==> src/rtl/clock_reader.sv <==
// -----------------------------------------------------------------------------
// clock_reader
//
// Reads an HH:MM:SS time value back from a rendered frame buffer. Eight
// character cells (digit, digit, colon, digit, digit, colon, digit, digit) are
// scanned column by column. Each 13-pixel column is matched against the
// matching column of all 11 glyphs in a character ROM (digits 0..9, colon=10).
// A glyph survives only if every column matches. Once all cells are decoded,
// the three fields are range-checked and published on time_out.
//
// Optional feature (compile-time macro):
//   CLOCK_READER_STRICT_PIXEL_EN  defined   : pixel must be exactly 24'hFFFFFF
//                                             (white) or 24'h000000 (black);
//                                             anything else is a decode error.
//                                 undefined : pixel bit is IM_Q[23].
//
// Ports:
//   clk       in   1   clock
//   reset     in   1   asynchronous, active-high reset
//   start     in   1   request one readback, honoured only in IDLE
//   FB_Addr   in  20   frame buffer base offset, sampled when start is accepted
//   IM_A      out 20   image memory address (registered)
//   IM_Q      in  24   pixel data, valid one cycle after IM_A
//   IM_WEN    out  1   image memory write enable, tied to 1 (read only)
//   CR_A      out  9   character ROM address (registered)
//   CR_Q      in  13   glyph column word, valid one cycle after CR_A
//   busy      out  1   scan in progress (scan and CHECK cycles)
//   done      out  1   one-cycle completion pulse
//   err       out  1   decode/range error, valid from done until next run
//   time_out  out 24   {hours, minutes, seconds}, 8-bit binary each
// -----------------------------------------------------------------------------
module clock_reader (
    input  logic        clk,
    input  logic        reset,
    input  logic        start,
    input  logic [19:0] FB_Addr,
    output logic [19:0] IM_A,
    input  logic [23:0] IM_Q,
    output logic        IM_WEN,
    output logic [8:0]  CR_A,
    input  logic [12:0] CR_Q,
    output logic        busy,
    output logic        done,
    output logic        err,
    output logic [23:0] time_out
);

    typedef enum logic [2:0] {
        IDLE,
        COL_RD,
        ROM_CMP,
        CHECK,
        DONE
    } state_t;

    localparam logic [19:0] TEXT_OFFSET = 20'd59544;
    localparam logic [3:0]  COLON_GLYPH = 4'd10;

    state_t      state, state_nxt;
    logic [3:0]  cyc, cyc_nxt;      // cycle within the current phase
    logic [4:0]  col, col_nxt;      // column c, 0..23
    logic [2:0]  chr, chr_nxt;      // character position n, 0..7
    logic [19:0] base, base_nxt;
    logic [19:0] im_a_nxt;
    logic [8:0]  cr_a_nxt;

    logic [12:0] pix;               // captured column, row 0 ends up in bit 12
    logic [10:0] cand;              // surviving glyph candidates
    logic [10:0] cand_cmp;          // cand after this cycle's compare
    logic [3:0]  k_idx;
    logic        dec_err;           // sticky decode error for the current run
    logic [3:0]  digit [0:7];

    logic        pix_bit;
    logic        pix_bad;
    logic [3:0]  glyph_idx;
    logic        glyph_found;
    logic        glyph_multi;
    logic        glyph_ok;

    logic [7:0]  hours, minutes, seconds;
    logic        range_bad;

    assign IM_WEN = 1'b1;

    // -------------------------------------------------------------------------
    // Next-state and loop counters
    // -------------------------------------------------------------------------
    // NOTE: every signal driven in an always_comb gets a default first, so no
    // path through the case statement can leave it unassigned and infer a latch.
    always_comb begin
        state_nxt = state;
        cyc_nxt   = cyc;
        col_nxt   = col;
        chr_nxt   = chr;
        unique case (state)
            IDLE: begin
                if (start) begin
                    state_nxt = COL_RD;
                    cyc_nxt   = 4'd0;
                    col_nxt   = 5'd0;
                    chr_nxt   = 3'd0;
                end
            end
            COL_RD: begin
                if (cyc == 4'd13) begin
                    state_nxt = ROM_CMP;
                    cyc_nxt   = 4'd0;
                end else begin
                    cyc_nxt = cyc + 4'd1;
                end
            end
            ROM_CMP: begin
                if (cyc == 4'd11) begin
                    cyc_nxt = 4'd0;
                    if (col == 5'd23) begin
                        col_nxt = 5'd0;
                        if (chr == 3'd7) begin
                            state_nxt = CHECK;
                        end else begin
                            chr_nxt   = chr + 3'd1;
                            state_nxt = COL_RD;
                        end
                    end else begin
                        col_nxt   = col + 5'd1;
                        state_nxt = COL_RD;
                    end
                end else begin
                    cyc_nxt = cyc + 4'd1;
                end
            end
            CHECK:   state_nxt = DONE;
            DONE:    state_nxt = IDLE;
            default: state_nxt = IDLE;
        endcase
    end

    // Addresses are registered, so they are computed from the next-cycle
    // counters; during cycle r the pixel/ROM address for step r is on the bus.
    always_comb begin
        base_nxt = (state == IDLE && start) ? FB_Addr : base;
        im_a_nxt = base_nxt + TEXT_OFFSET + {7'd0, col_nxt, 8'd0}
                 + 20'(chr_nxt) * 20'd13 + 20'(cyc_nxt);
        cr_a_nxt = 9'(cyc_nxt) * 9'd24 + 9'(col_nxt);
    end

    // -------------------------------------------------------------------------
    // Pixel classification
    // -------------------------------------------------------------------------
`ifdef CLOCK_READER_STRICT_PIXEL_EN
    always_comb begin
        pix_bit = (IM_Q == 24'hFFFFFF);
        pix_bad = (IM_Q != 24'hFFFFFF) && (IM_Q != 24'h000000);
    end
`else
    always_comb begin
        pix_bit = IM_Q[23];
        pix_bad = 1'b0;
    end
`endif

    // -------------------------------------------------------------------------
    // Column compare and glyph decode
    // -------------------------------------------------------------------------
    // pix is shifted in from the LSB, so row r sits at bit 12-r, which lines
    // up directly with CR_Q[12-r]; the whole column compares as one word.
    always_comb begin
        k_idx    = cyc - 4'd1;
        cand_cmp = cand;
        if (state == ROM_CMP && cyc != 4'd0 && CR_Q != pix) begin
            cand_cmp[k_idx] = 1'b0;
        end
    end

    always_comb begin
        glyph_idx   = 4'd0;
        glyph_found = 1'b0;
        glyph_multi = 1'b0;
        for (int i = 0; i < 11; i++) begin
            if (cand_cmp[i]) begin
                if (glyph_found) glyph_multi = 1'b1;
                glyph_found = 1'b1;
                glyph_idx   = 4'(i);
            end
        end
        if (!glyph_found || glyph_multi) begin
            glyph_ok = 1'b0;
        end else if (chr == 3'd2 || chr == 3'd5) begin
            glyph_ok = (glyph_idx == COLON_GLYPH);
        end else begin
            glyph_ok = (glyph_idx <= 4'd9);
        end
    end

    // -------------------------------------------------------------------------
    // Field assembly and range check
    // -------------------------------------------------------------------------
    always_comb begin
        hours     = 8'(digit[0]) * 8'd10 + 8'(digit[1]);
        minutes   = 8'(digit[3]) * 8'd10 + 8'(digit[4]);
        seconds   = 8'(digit[6]) * 8'd10 + 8'(digit[7]);
        range_bad = (hours > 8'd23) || (minutes > 8'd59) || (seconds > 8'd59);
    end

    // -------------------------------------------------------------------------
    // Sequential state
    // -------------------------------------------------------------------------
    // NOTE: all clocked state uses non-blocking assignments so every register
    // samples the pre-edge values regardless of statement order.
    always_ff @(posedge clk or posedge reset) begin
        if (reset) begin
            state    <= IDLE;
            cyc      <= 4'd0;
            col      <= 5'd0;
            chr      <= 3'd0;
            base     <= 20'd0;
            IM_A     <= 20'd0;
            CR_A     <= 9'd0;
            pix      <= 13'd0;
            cand     <= 11'd0;
            dec_err  <= 1'b0;
            busy     <= 1'b0;
            done     <= 1'b0;
            err      <= 1'b0;
            time_out <= 24'd0;
        end else begin
            state <= state_nxt;
            cyc   <= cyc_nxt;
            col   <= col_nxt;
            chr   <= chr_nxt;
            base  <= base_nxt;
            busy  <= (state_nxt == COL_RD) || (state_nxt == ROM_CMP)
                  || (state_nxt == CHECK);
            done  <= (state_nxt == DONE);

            if (state_nxt == COL_RD)  IM_A <= im_a_nxt;
            if (state_nxt == ROM_CMP) CR_A <= cr_a_nxt;

            unique case (state)
                IDLE: begin
                    if (start) dec_err <= 1'b0;
                end
                COL_RD: begin
                    if (cyc == 4'd0 && col == 5'd0) cand <= '1;
                    if (cyc != 4'd0) begin
                        pix <= {pix[11:0], pix_bit};
                        if (pix_bad) dec_err <= 1'b1;
                    end
                end
                ROM_CMP: begin
                    cand <= cand_cmp;
                    if (cyc == 4'd11 && col == 5'd23 && !glyph_ok) begin
                        dec_err <= 1'b1;
                    end
                end
                CHECK: begin
                    if (dec_err || range_bad) begin
                        err <= 1'b1;
                    end else begin
                        err      <= 1'b0;
                        time_out <= {hours, minutes, seconds};
                    end
                end
                default: ;
            endcase
        end
    end

    // NOTE: the digit file is deliberately not reset; every entry is written
    // at the end of its character before CHECK reads it.
    always_ff @(posedge clk) begin
        if (state == ROM_CMP && cyc == 4'd11 && col == 5'd23) begin
            digit[chr] <= glyph_idx;
        end
    end

endmodule

==> config.mk <==
export PLATFORM = sky130hd
export DESIGN_NAME = clock_reader
export DESIGN_NICKNAME = d
export VERILOG_FILES = /design/src/rtl/clock_reader.sv
export SDC_FILE = /design/constraint.sdc
export NUM_CORES = 1
export LEC_CHECK = 0
export CORE_UTILIZATION = 50
export CTS_BUF_LIST = sky130_fd_sc_hd__clkbuf_16
export DETAILED_ROUTE_END_ITERATION = 10
export GPL_ROUTABILITY_DRIVEN = 0
export PLACE_DENSITY = 0.77
export REMOVE_ABC_BUFFERS = 1
export SYNTH_ARGS = -nofsm -noshare
export SYNTH_HDL_FRONTEND = slang
export SYNTH_SLANG_ARGS = --single-unit
==> constraint.sdc <==
create_clock -name clk -period 5.7 [get_ports clk]
set_clock_uncertainty 0.15 [all_clocks]
set_input_delay 0.57 -clock clk [delete_from_list [all_inputs] [get_ports clk]]
set_output_delay 0.57 -clock clk [all_outputs]
set_load 0.005 [all_outputs]
==> summary.md, run 1 <==
| Metric | Value |
|---|---|
| Status | `finished clean` |
| Crit-path max cell delay | `around 0.54 ns` |
| Critical path depth | `23` |
| Post-synth top flop | `dfrtp_1` |
| Sink Count | `140` |
| Top achievable clock speed | `approximately 180 MHz` |
| Endpoints failing setup | `0` |
| CTS root buf | `clkbuf_16` |
| Fin crit share | `between 90% and 100%` |
| Data arrival time of the worst path | `approximately 5.7 ns` |
| Compound-Gate Fraction of Synth Area | `between 10% and 20%` |
| Post-Route WL | `~17 mm` |
| R2R Path Start | `col[0]` |
| CP top delay family | `adder cells` |
| Most frequent cell after synthesis | `dfrtp_1` |
| Post-synth EDFFs | `24` |
| Most Crowded Layer GR | `met2` |
| Async set-reset flop share out of synthesis | `a little over 80%` |
| CP Cell Sequence | `ha_2 > nand4b_1 > or3_4 > nor2_4 > nand2_2 > mux2i_4 > fa_1 > fa_1 > inv_2 > fa_1 > inv_1 > ha_1 > a21o_1 > a21o_1 > a2111oi_4 > buf_4 > o41ai_4 > o41ai_2 > buf_4 > o21ai_2 > o21ai_1 > xor2_1 > o21ai_1` |
| Synthesized instance count | `between 700 and 800` |
| Max VDD drop | `~0.00043 V` |
| Fin. max-slew vios | `0` |
| Synth unique cells | `slightly below 70` |
| Kind of critical path | `register to register` |
| Slowest stage cell on the critical path | `fa_1` |
| Post-route DRC | `0` |
| Placeable Area | `16000 sq um` |
| First-pass GRT wire length | `~28 mm` |
| Synth Area in Adders | `15.4%` |
| CP required | `5.81 ns` |
| I/O pin total | `approximately 120` |
| Crit. End Element | `register` |
| Post-synth top area cell | `dfrtp_1` |
| Worst hold path class | `register to register` |
| Post-synthesis xor/xnor area fraction | `5.19%` |
| Largest net degree at the start of global routing | `78` |
| FP Rows | `46` |
| Final ANT Viol Nets | `0` |
| Global Route met1 Usage | `roughly 26%` |
| Met2 GRT Util | `approximately 37%` |
| Congestion Overflow GR | `0` |
| Clock latency on the worst-skew pair | `around 0.4 ns` |
| Met3 Use GR | `about 5.5%` |
| Slew margin rel. | `a little over a fifth` |
| Critical path fanouts, max | `3` |
| Register area | `between 3000 and 4000 sq um` |
| Startpoint types | `register` |
| Inserted Clock Buffers | `17` |
| Hpwl dp | `between 10 and 15 mm` |
| Drt pass-1 iters | `5` |
| Vias | `between 6000 and 7000` |
| Area occupied by multi-input gates | `approximately 4500 sq um` |
| Post-synthesis sequential area ratio | `roughly 44%` |
| Final nets | `1083` |
| Wirelength per Cell | `14.7 um` |
| Hold depth | `2` |
| Syn-to-layout area delta | `27.1%` |
| Fill cell count | `between 1000 and 1500` |
| CTS Buffer Depth | `2` |
| N_diodes | `0` |
| Unrepaired setup endpoints after global routing | `yes` |
| Initial antenna violation count | `0` |
| CTS tree | `yes` |
| Layout cells sized above 1 | `16.3%` |
| Max_cap viols | `0` |
| Leak | `between 0.004 and 0.005 uW` |
| Critical path's most frequent cell | `fa_1` |
| Final hold vios | `0` |
| Simple-Gate Fraction of Synth Area | `between 10% and 20%` |
| Syn_area_per_cell | `around 10 sq um` |
| Main combinational cell family by area after synthesis | `adder cells` |
| Hold_ws | `around 0.33 ns` |
| Ys Warns | `0` |
| Pwr dens | `about 460 nW/um^2` |
| Minimum clock period | `~5.6 ns` |
| HP Start | `base[17]` |
| GR Util All Layers | `about a fifth` |
| DR vias/cell | `5.35` |
| Clock slew at reported path FFs | `around 0.060 ns` |
| PortBufs | `between 90 and 100` |
| Yosys reg bits | `140` |
| Worst Setup SP | `col[0]` |
| Post-Layout Inst Area | `around 11000 sq um` |
| Worst r2r path cells | `23` |
| Htree depth | `4` |
| Hold buffer count at CTS | `0` |
| Drt first-iter violations | `340` |
| Synth top area cells | `dfrtp_1 (35%), ha_1 (11%), edfxtp_1 (8.7%)` |
| Placed cell areas | `9720 sq um` |
| Mapped Area | `between 8000 and 9000 sq um` |
| Die width | `131 um` |
| DIE AREA | `17000 sq um` |
| Initial Util | `around half` |
| Vias in the first global route | `approximately 6000` |
| DIE HEIGHT | `between 100 and 150 um` |
| WP buf/inv | `4` |
| Top cell type's share of synthesized area | `a little over a third` |
| Mux cell area share after synthesis | `approximately 6.8%` |
| Worst-margin pin slew | `roughly 1.2 ns` |
| Commonest cells in the netlist | `dfrtp_1 (116), nand2_1 (111), ha_1 (75), o21ai_0 (50), inv_1 (40)` |
report_power, final:
part           switching, uW  leakage, uW  internal [uW]
Combinational           1200      0.00284           1150
Clock                    414     0.000301            723
Sequential               126      0.00164           1270
Total                   1740      0.00478           3140
cell type report:
class	instances	share of cell area, %
Tap cell	216	2.57
Timing Repair Buffer	151	13.0
Sequential cell	140	34.5
Clock inverter	14	1.72
Inverter	40	1.45
Multi-Input combinational cell	582	42.7
Clock buffer	17	4.05
placed cells by master, fill, tap and decap left out, types with 25 or more instances in the layout:
cell type        count
a21oi_1             30
clkdlybuf4s50_1     92
dfrtp_1            116
nand2_1            110
buf_4               58
o21ai_0             46
inv_1               40
xor2_1              25
nor2_1              31
mux2_2              25
ha_1                74
per-stage QoR:
| stage | setup TNS, ns | util (%) | cells | total power, uW | setup slack (ns) |
|---|---|---|---|---|---|
| 6_report | 0 | 65.6 | 1160 | 4880 | 0.111 |
| 5_1_grt | -0.367 | 65.6 | 1160 | 5270 | -0.156 |
| 4_1_cts | 0 | 64.9 | 1158 | 4810 | 0.0350 |
| 3_5_place_dp | -0.428 | 60.8 | 1122 | 3600 | -0.235 |
| 3_3_place_gp | -0.346 | 60.8 | 1122 | 3540 | -0.205 |
| 2_1_floorplan | -1.44 | - | 762 | 2870 | -0.613 |
registers in the layout, summed over array words and instances (netlist names), 4 cells and up:
name,flops
pix,13
time_out,24
cyc,4
IM_A,20
col,5
cand,11
base,20
digit,24
CR_A,9
path summary, 6_finish.rpt:
path,endpoint,slack [ns]
max,IM_A[19],0.11
min,base[17],0.33
max reg2reg,IM_A[19],0.11
min reg2reg,base[17],0.33
max in group asynchronous,base[8],3.73
min in group asynchronous,pix[0],0.58
worst reg2reg max path: stages (launching register included):
cell and delay, ns:
dfrtp_1 0.35, ha_2 0.20, nand4b_1 0.20, or3_4 0.42
nor2_4 0.12, nand2_2 0.08, mux2i_4 0.18, fa_1 0.48
fa_1 0.54, inv_2 0.04, fa_1 0.53, inv_1 0.05
ha_1 0.26, a21o_1 0.16, a21o_1 0.20, a2111oi_4 0.35
buf_4 0.19, o41ai_4 0.07, o41ai_2 0.24, buf_4 0.18
o21ai_2 0.06, o21ai_1 0.17, xor2_1 0.16, o21ai_1 0.07
what timing repair did:
item | 4_1_cts | 5_1_grt
pin swaps | 9 | 18
endpoints found under the hold margin | 0 | 0
endpoints found under the setup margin | 2 | 7
buffers inserted | 5 | 2
gates resized for setup | 8 | 19
gates cloned | 0 | 0
metal layers:
metal | routed length (um) | part of all wire, %
met3 | 721 | 4.2
met5 | 0 | 0
met1 | 7580 | 44
met4 | 375 | 2.2
met2 | 8410 | 49
cell families after synthesis:
| group | after synthesis |
|---|---|
| XOR/XNOR | 49 |
| flip-flops | 140 |
| other | 1 |
| AND/OR/NAND/NOR | 244 |
| AO/OA/AOI/OAI | 148 |
| adder cells (fa/ha/maj) | 92 |
| buffers and inverters | 65 |
| multiplexers | 48 |
Note: power is estimated with default switching activity, not from simulation.
==> run 2: changes to the inputs <==
CTS_CLUSTER_SIZE = 30   (was default)
GPL_TIMING_DRIVEN = 0   (was default)
==> run 2 against run 1 <==
Combinational power fell by 4%. Register-to-register slack better by 0.07 ns. Via count rose by 1.4%. Critical path type unchanged.
==> summary.md, run 2 (synthesis results as in run 1) <==
| Metric | Value |
|---|---|
| Status | `finished clean` |
| DR vias/cell | `5.49` |
| Die width | `131 um` |
| R2R Path Start | `cyc[1]` |
| Unrepaired setup endpoints after global routing | `no` |
| CP Cell Sequence | `ha_4 > nand2_4 > or3_4 > nor2_4 > nand2_2 > mux2i_4 > fa_1 > fa_1 > inv_1 > fa_2 > inv_2 > ha_4 > a21o_1 > a21o_1 > a2111oi_4 > o41ai_2 > o41ai_2 > o21ai_1 > o21ai_1 > xor2_1 > o21ai_1` |
| Critical path's most frequent cell | `o21ai_1` |
| Setup TNS | `0 ns` |
| Pwr dens | `roughly 460 nW/um^2` |
| CTS root buf | `clkbuf_16` |
| DIE HEIGHT | `~130 um` |
| Hpwl dp | `11.8 mm` |
| Startpoint types | `register` |
| Placeable Area | `16000 sq um` |
| Register area | `~3600 sq um` |
| Post-Route WL | `17.9 mm` |
| Worst r2r path cells | `21` |
| Htree depth | `4` |
| Clock slew at reported path FFs | `0.06 ns` |
| Slew margin rel. | `between 10% and 20%` |
| Largest net degree at the start of global routing | `about 60` |
| Fill cell count | `1267` |
| Sw Ratio | `a little over a third` |
| Syn-to-layout area delta | `27.2%` |
| Sink Count | `140` |
| CTS Buffer Depth | `2` |
| Data arrival time of the worst path | `about 5.7 ns` |
| Max_cap viols | `0` |
| Critical path fanouts, max | `6` |
| GR Util All Layers | `22.4%` |
| CP required | `5.86 ns` |
| Wirelength per Cell | `roughly 16 um` |
| Endpoints failing setup | `0` |
| Inserted Clock Buffers | `17` |
| N_diodes | `0` |
| Switching pwr | `roughly 1700 uW` |
| Clock latency on the worst-skew pair | `between 0.4 and 0.5 ns` |
| DIE AREA | `between 15000 and 20000 sq um` |
| Hold buffer count at CTS | `0` |
| Final hold vios | `0` |
| Area occupied by multi-input gates | `about 4600 sq um` |
| Top flop regs | `digit x24, time_out x24` |
| I/O pin total | `117` |
| Max VDD drop | `0.000380 V` |
| Final nets | `~1100` |
| Vias | `between 6000 and 7000` |
| Clock share of power | `23.5%` |
| Worst hold path class | `register to register` |
| PortBufs | `between 90 and 100` |
| Worst r2r dst | `IM_A[19]` |
| Initial Util | `approximately half` |
| Hold depth | `2` |
| Kind of critical path | `register to register` |
| Layout cells sized above 1 | `between 10% and 20%` |
| First-pass GRT wire length | `between 20 and 30 mm` |
| R2r setup slk | `~0.18 ns` |
| Slowest stage cell on the critical path | `fa_2` |
| Most frequent cells in the layout | `dfrtp_1 (109), nand2_1 (108), clkdlybuf4s50_1 (92)` |
| Layout Utilization | `65.7%` |
| Internal Pwr Total | `a little over 3000 uW` |
| Fin. max-slew vios | `0` |
| Vias in the first global route | `slightly above 6000` |
| FP Rows | `46` |
| Comb pwr share | `a little under half` |
| Final ANT Viol Nets | `0` |
| CTS tree | `yes` |
| Drt first-iter violations | `340` |
| Minimum clock period | `around 5.5 ns` |
| Post-route DRC | `0` |
| HP Start | `time_out[19]` |
| Crit-path max cell delay | `between 0.5 and 0.6 ns` |
| Commonest non-fill, non-tap cell in the layout | `dfrtp_1` |
| Worst-margin pin slew | `roughly 1.3 ns` |
| Congestion Overflow GR | `0` |
| Leak | `~0.0047 uW` |
| Fin crit share | `a little over nine tenths` |
| Hold Path End | `time_out[19]` |
| Top achievable clock speed | `181 MHz` |
| Drt pass-1 iters | `8` |
| Initial antenna violation count | `0` |
| Seq pwr share | `a little under 30%` |
| Crit. End Element | `register` |
[run 2: cell types whose count changed in the layout (fill, tap and decap cells not counted), sizes merged]
cell      before  now
clkbuf        17   18
clkinvlp       2    1
bufinv         4    3
inv           42   43
buf           59   46
[run 2: timing repair]
item                                    CTS  global route
pin swaps                                 6             9
endpoints found under the setup margin   10             8
buffers inserted                         38             6
resized for setup                        29            23
[run 2: cell type report]
type | count | area share (%)
clock buffer | 18 | 4.28
clock inverter | 13 | 1.40
inverter | 40 | 1.48
multi-input combinational | 582 | 43.4
sequential | 140 | 34.6
tap | 216 | 2.57
timing repair buffer | 138 | 12.3
[run 2: critical path, delay by kind of cell, from the launching register on]
family	cells	cell delay, ns
adder cells (fa/ha/maj)	5	1.93
buffers and inverters	2	0.10
AO/OA/AOI/OAI	8	1.67
flip-flops	1	0.43
AND/OR/NAND/NOR	4	0.74
multiplexers	1	0.21
XOR/XNOR	1	0.17
[run 2: per-layer routing]
| layer | up-vias | routed length (um) | track usage [%] |
|---|---|---|---|
| li1 | 3042 | - | - |
| met1 | 3018 | 7770 | 27.0 |
| met2 | 182 | 8740 | 38.1 |
| met3 | 50 | 881 | 5.62 |
| met4 | 0 | 552 | 9.80 |
| met5 | - | 0 | 0 |
[run 2: worst max-delay path by stage]
stage | start | endpoint | slack, ns | cells after the start
2_1_floorplan | state[1] | IM_A[19] | -0.61 | 20
3_3_place_gp | state[1] | IM_A[19] | -1.84 | 20
3_5_place_dp | start | IM_A[19] | -1.49 | 20
4_1_cts | col[1] | IM_A[17] | 0.002 | 21
5_1_grt | state[2] | IM_A[18] | 0.004 | 23
6_report | cyc[1] | IM_A[19] | 0.18 | 21
[run 2: per-stage QoR]
stage	cells	total power [uW]	area (sq um)	worst slack (ns)	hold WS, ns
floorplan	762	2870	8140	-0.613	0.294
global placement	1070	3390	9330	-1.84	0.308
detailed placement	1071	3450	9370	-1.49	0.317
CTS	1140	4700	10400	0.00160	0.330
global route	1147	5170	10500	0.00433	0.342
finish	1147	4800	10500	0.179	0.323
[run 2: power by group through the flow]
stage	logic (uW)	clock network (uW)	registers (uW)
after floorplan	1460	0	1410
after global placement	1970	0	1420
after detailed placement	2020	0	1430
after CTS	2140	1140	1420
after global routing	2530	1190	1450
final	2250	1130	1420
==> variant 1, RTL diff (settings of run 2) <==
Make the reset (`reset`) synchronous in one clocked block. Comments in the files are not updated.
--- a/src/rtl/clock_reader.sv
+++ b/src/rtl/clock_reader.sv
@@ -209,3 +209,3 @@
     // samples the pre-edge values regardless of statement order.
-    always_ff @(posedge clk or posedge reset) begin
+    always_ff @(posedge clk) begin
         if (reset) begin
Function: differs if reset is asserted again (counterexample within 4 cycles, from zero or initial values and one cycle with reset high); with reset held inactive, the same outputs for 10 cycles.
==> variant 1 against run 2 <==
  * Final area is 3.3% lower
  * Worst setup slack better by 0.13 ns
  * Sequential cell count unchanged
  * Highest routed layer unchanged
  * Area after synthesis decreased by 0.76%
  * Synthesized cell count grew 13%
  * Non-clock buffer count fell by 28
  * Global-route usage fell by 0.51 points
  * Wire length decreased by 2.1%
  * Critical path type unchanged
Power is not compared: it rests on default switching activity, and its combinational part moved more than twofold at a synthesized area within 25%.
==> variant 1: results (changes against run 2) <==
synth:
  synth_ff_type: "dfxtp_1"  # was dfrtp_1
  synth_cell_type_count: 81  # was 69
  synth-seq-area-share_pct: 37.11  # was 43.86%
  async_reset_ff_share_pct: 0  # was 82.86%
  netlist_top_cells_count: "nand2_1, dfxtp_1, nor2_1, ha_1, a21oi_1"  # was dfrtp_1, nand2_1, ha_1, o21ai_0, inv_1
  synth.avg_cell_area_um2: 9.233  # was 10.50 µm²
  synth_compound_area_share_pct: 13.52  # was 11.27%
  synth_adder_area_share_pct: 15.72  # was 15.36%
  synthXorXnorAreaFrac_pct: 5.417  # was 5.195%
  netlist_top_cells_area: "dfxtp_1, ha_1, edfxtp_1"  # was dfrtp_1, ha_1, edfxtp_1
  muxShareOfSynthArea_pct: 4.960  # was 6.800%
final_layout:
  drive_gt1_share_pct: 10.44  # was 17.19%
  fillers: 1319  # was 1,267
  multiInputGateArea_um2: 4967  # was 4559 µm²
  final_nets: 1134  # was 1,070
routing:
  drt-initial-drc-count: 231  # was 340
  wl_per_cell_um: 14.49  # was 15.64 µm
  vias: 6441  # was 6,292
  dr.pass1.iters: 5  # was 8
place:
  place_area_um2: 9274  # was 9368 µm²
  pre_cts_slack_ns: -0.7504  # was -1.495 ns
global_routing:
  grt_pass1_wl_mm: 28.97  # was 29.50 mm
  grt.total_usage_pct: 21.89  # was 22.40%
  grt_max_degree: 85  # was 61
  grt_pass1_vias: 6241  # was 6,209
worst_setup_path:
  max_stage_delay_ns: 0.61  # was 0.55 ns
  critPathArrivalTime_ns: 5.59  # was 5.68 ns
  crit_family: "compound AO/OA/AOI/OAI gates"  # was adder cells
status:
  status: "complete, no violations"  # unchanged
cts:
  postCtsSetupBuffers: 9  # was 38
## variant 1: worst reg2reg max path, delay by kind of cell (launching register included)
family	cells	cell delay (ns)
compound gates	10	2.10
simple gates	4	0.54
buf+inv	3	0.29
flops	1	0.39
fa+ha+maj	4	1.87
## variant 1: routing by layer
metal	GRT usage, %	share of wire [%]	vias to the layer above
li1	-	-	3269
met5	0	0	-
met1	27.13	46	3037
met3	4.838	3.0	26
met4	8.960	2.2	0
met2	36.80	49	109
## variant 1: final timing paths
check                              start  endpoint  slack [ns]  depth (start not counted)
worst max-delay path            state[2]  IM_A[19]        0.31                         21
worst min-delay path            IM_A[14]  IM_A[14]        0.30                          2
worst max register to register  state[2]  IM_A[19]        0.31                         21
worst min register to register  IM_A[14]  IM_A[14]        0.30                          2
## variant 1: layout make-up
type / count / share of cell area [%]
inverter: 41 / 1.515
clock inverter: 15 / 1.946
timing repair buffer: 110 / 10.71
sequential: 140 / 30.09
clock buffer: 17 / 4.187
tap: 216 / 2.660
multi-input combinational: 673 / 48.89
==> variant 2, RTL diff (flow settings as in run 2) <==
Made on the original files. The option `CLOCK_READER_STRICT_PIXEL_EN` is turned on by a define.
--- a/src/rtl/clock_reader.sv
+++ b/src/rtl/clock_reader.sv
@@ -31,2 +31,4 @@
 // -----------------------------------------------------------------------------
+`define CLOCK_READER_STRICT_PIXEL_EN
+
 module clock_reader (
Function: same outputs for any inputs over 4 cycles, from zero or initial values and one cycle with reset high; that may be too few to reach the edited logic, so the function may still have changed.
==> variant 2 against run 2 <==
  * Worst setup slack gained 0.068 ns
  * Sequential cell count is the same
  * Critical endpoint unchanged
  * Area after synthesis grew 1.8%
  * Final area grew 2.2%
  * Wire length shrank 0.90%
  * Utilization shrank 0.65 points
Power is not compared: it rests on default switching activity, and its combinational part moved more than twofold at a synthesized area within 25%.
==> variant 2: results (changes against run 2) <==
routing:
  wl_per_cell_um: 15.14  # was 15.64 µm
  dr.pass1.iters: 4  # was 8
  drt-initial-drc-count: 253  # was 340
place:
  place_hpwl_mm: 12.57  # was 11.76 mm
  port_buffers: 115  # was 92
  dp.cells: 1119  # was 1,071
cts:
  cts_resized: 36  # was 29
  postCtsSetupBuffers: 8  # was 38
global_routing:
  grt_pass1_vias: 6416  # was 6,209
  grt_pass1_wl_mm: 30.05  # was 29.50 mm
  grt.total_usage_pct: 21.63  # was 22.40%
  grt_max_degree: 81  # was 61
worst_setup_path:
  crit_type: "input port to register"  # was register to register
  cp-startpoint: "start"  # was cyc[1]
  reg2reg_depth: 22  # was 21
  r2r_setup_slack_ns: 0.26  # was 0.18 ns
final_layout:
  final_nets: 1092  # was 1,070
  layout.cells.non_filler: 1174  # was 1,147
  fillers: 1234  # was 1,267
sta:
  max-slew-margin-rel_pct: 13.75  # was 13.21%
  finalCritPeriodShare_pct: 95.67  # was 96.87%
status:
  status: "complete, no violations"  # unchanged
synth:
  synth_cells: 803  # was 787
  netlist_top_cells_area: "dfrtp_1, ha_1, edfxtp_1"  # unchanged
  synth_cell_type_count: 74  # was 69
## variant 2: cell types whose count changed after synthesis, sizes merged, moves of 5 or more
cell	run 2	this run
o31ai	4	9
nor2	32	43
and2	11	0
nand3	15	21
nand4	6	14
nor4	6	12
## variant 2: metal layers
metal,wire length (µm),up-vias,global-route usage (%)
met4,338,0,8.721
met2,9005,123,37.01
met5,0,-,0
li1,-,3137,-
met3,695,28,4.360
met1,7736,3092,26.77
## variant 2: worst min-delay path by stage
| stage | start | endpoint | slack, ns | cells past startpoint |
|---|---|---|---|---|
| 3_3_place_gp | digit[4][0] | time_out[8] | 0.30 | 1 |
| 6_report | digit[4][0] | time_out[8] | 0.31 | 1 |
| 2_1_floorplan | digit[7][0] | time_out[0] | 0.29 | 1 |
| 4_1_cts | digit[4][0] | time_out[8] | 0.32 | 1 |
| 5_1_grt | digit[4][0] | time_out[8] | 0.34 | 1 |
| 3_5_place_dp | digit[4][0] | time_out[8] | 0.31 | 1 |
## variant 2: kinds of logic after synthesis
logic type / share of synthesized area (%)
other: 0.04457
buffers and inverters: 3.361
AND/OR/NAND/NOR: 15.01
flip-flops: 43.07
adder cells (fa/ha/maj): 15.47
multiplexers: 6.350
XOR/XNOR: 4.789
AO/OA/AOI/OAI: 11.91
## variant 2: where the power goes
part / switching (mW) / internal [mW] / total, mW
registers: 0.00253 / 1.03 / 1.03
logic: 0.0441 / 0.0454 / 0.0895
clock network: 0.454 / 0.697 / 1.15
total: 0.501 / 1.77 / 2.27
## variant 2: cell type report
class | count | share of cell area (%)
clock buffers | 17 | 3.958
multi-input cells | 599 | 43.74
clock inverters | 15 | 1.758
flip-flops and latches | 140 | 33.79
well taps | 220 | 2.561
inverters | 44 | 1.583
repair buffers | 139 | 12.61
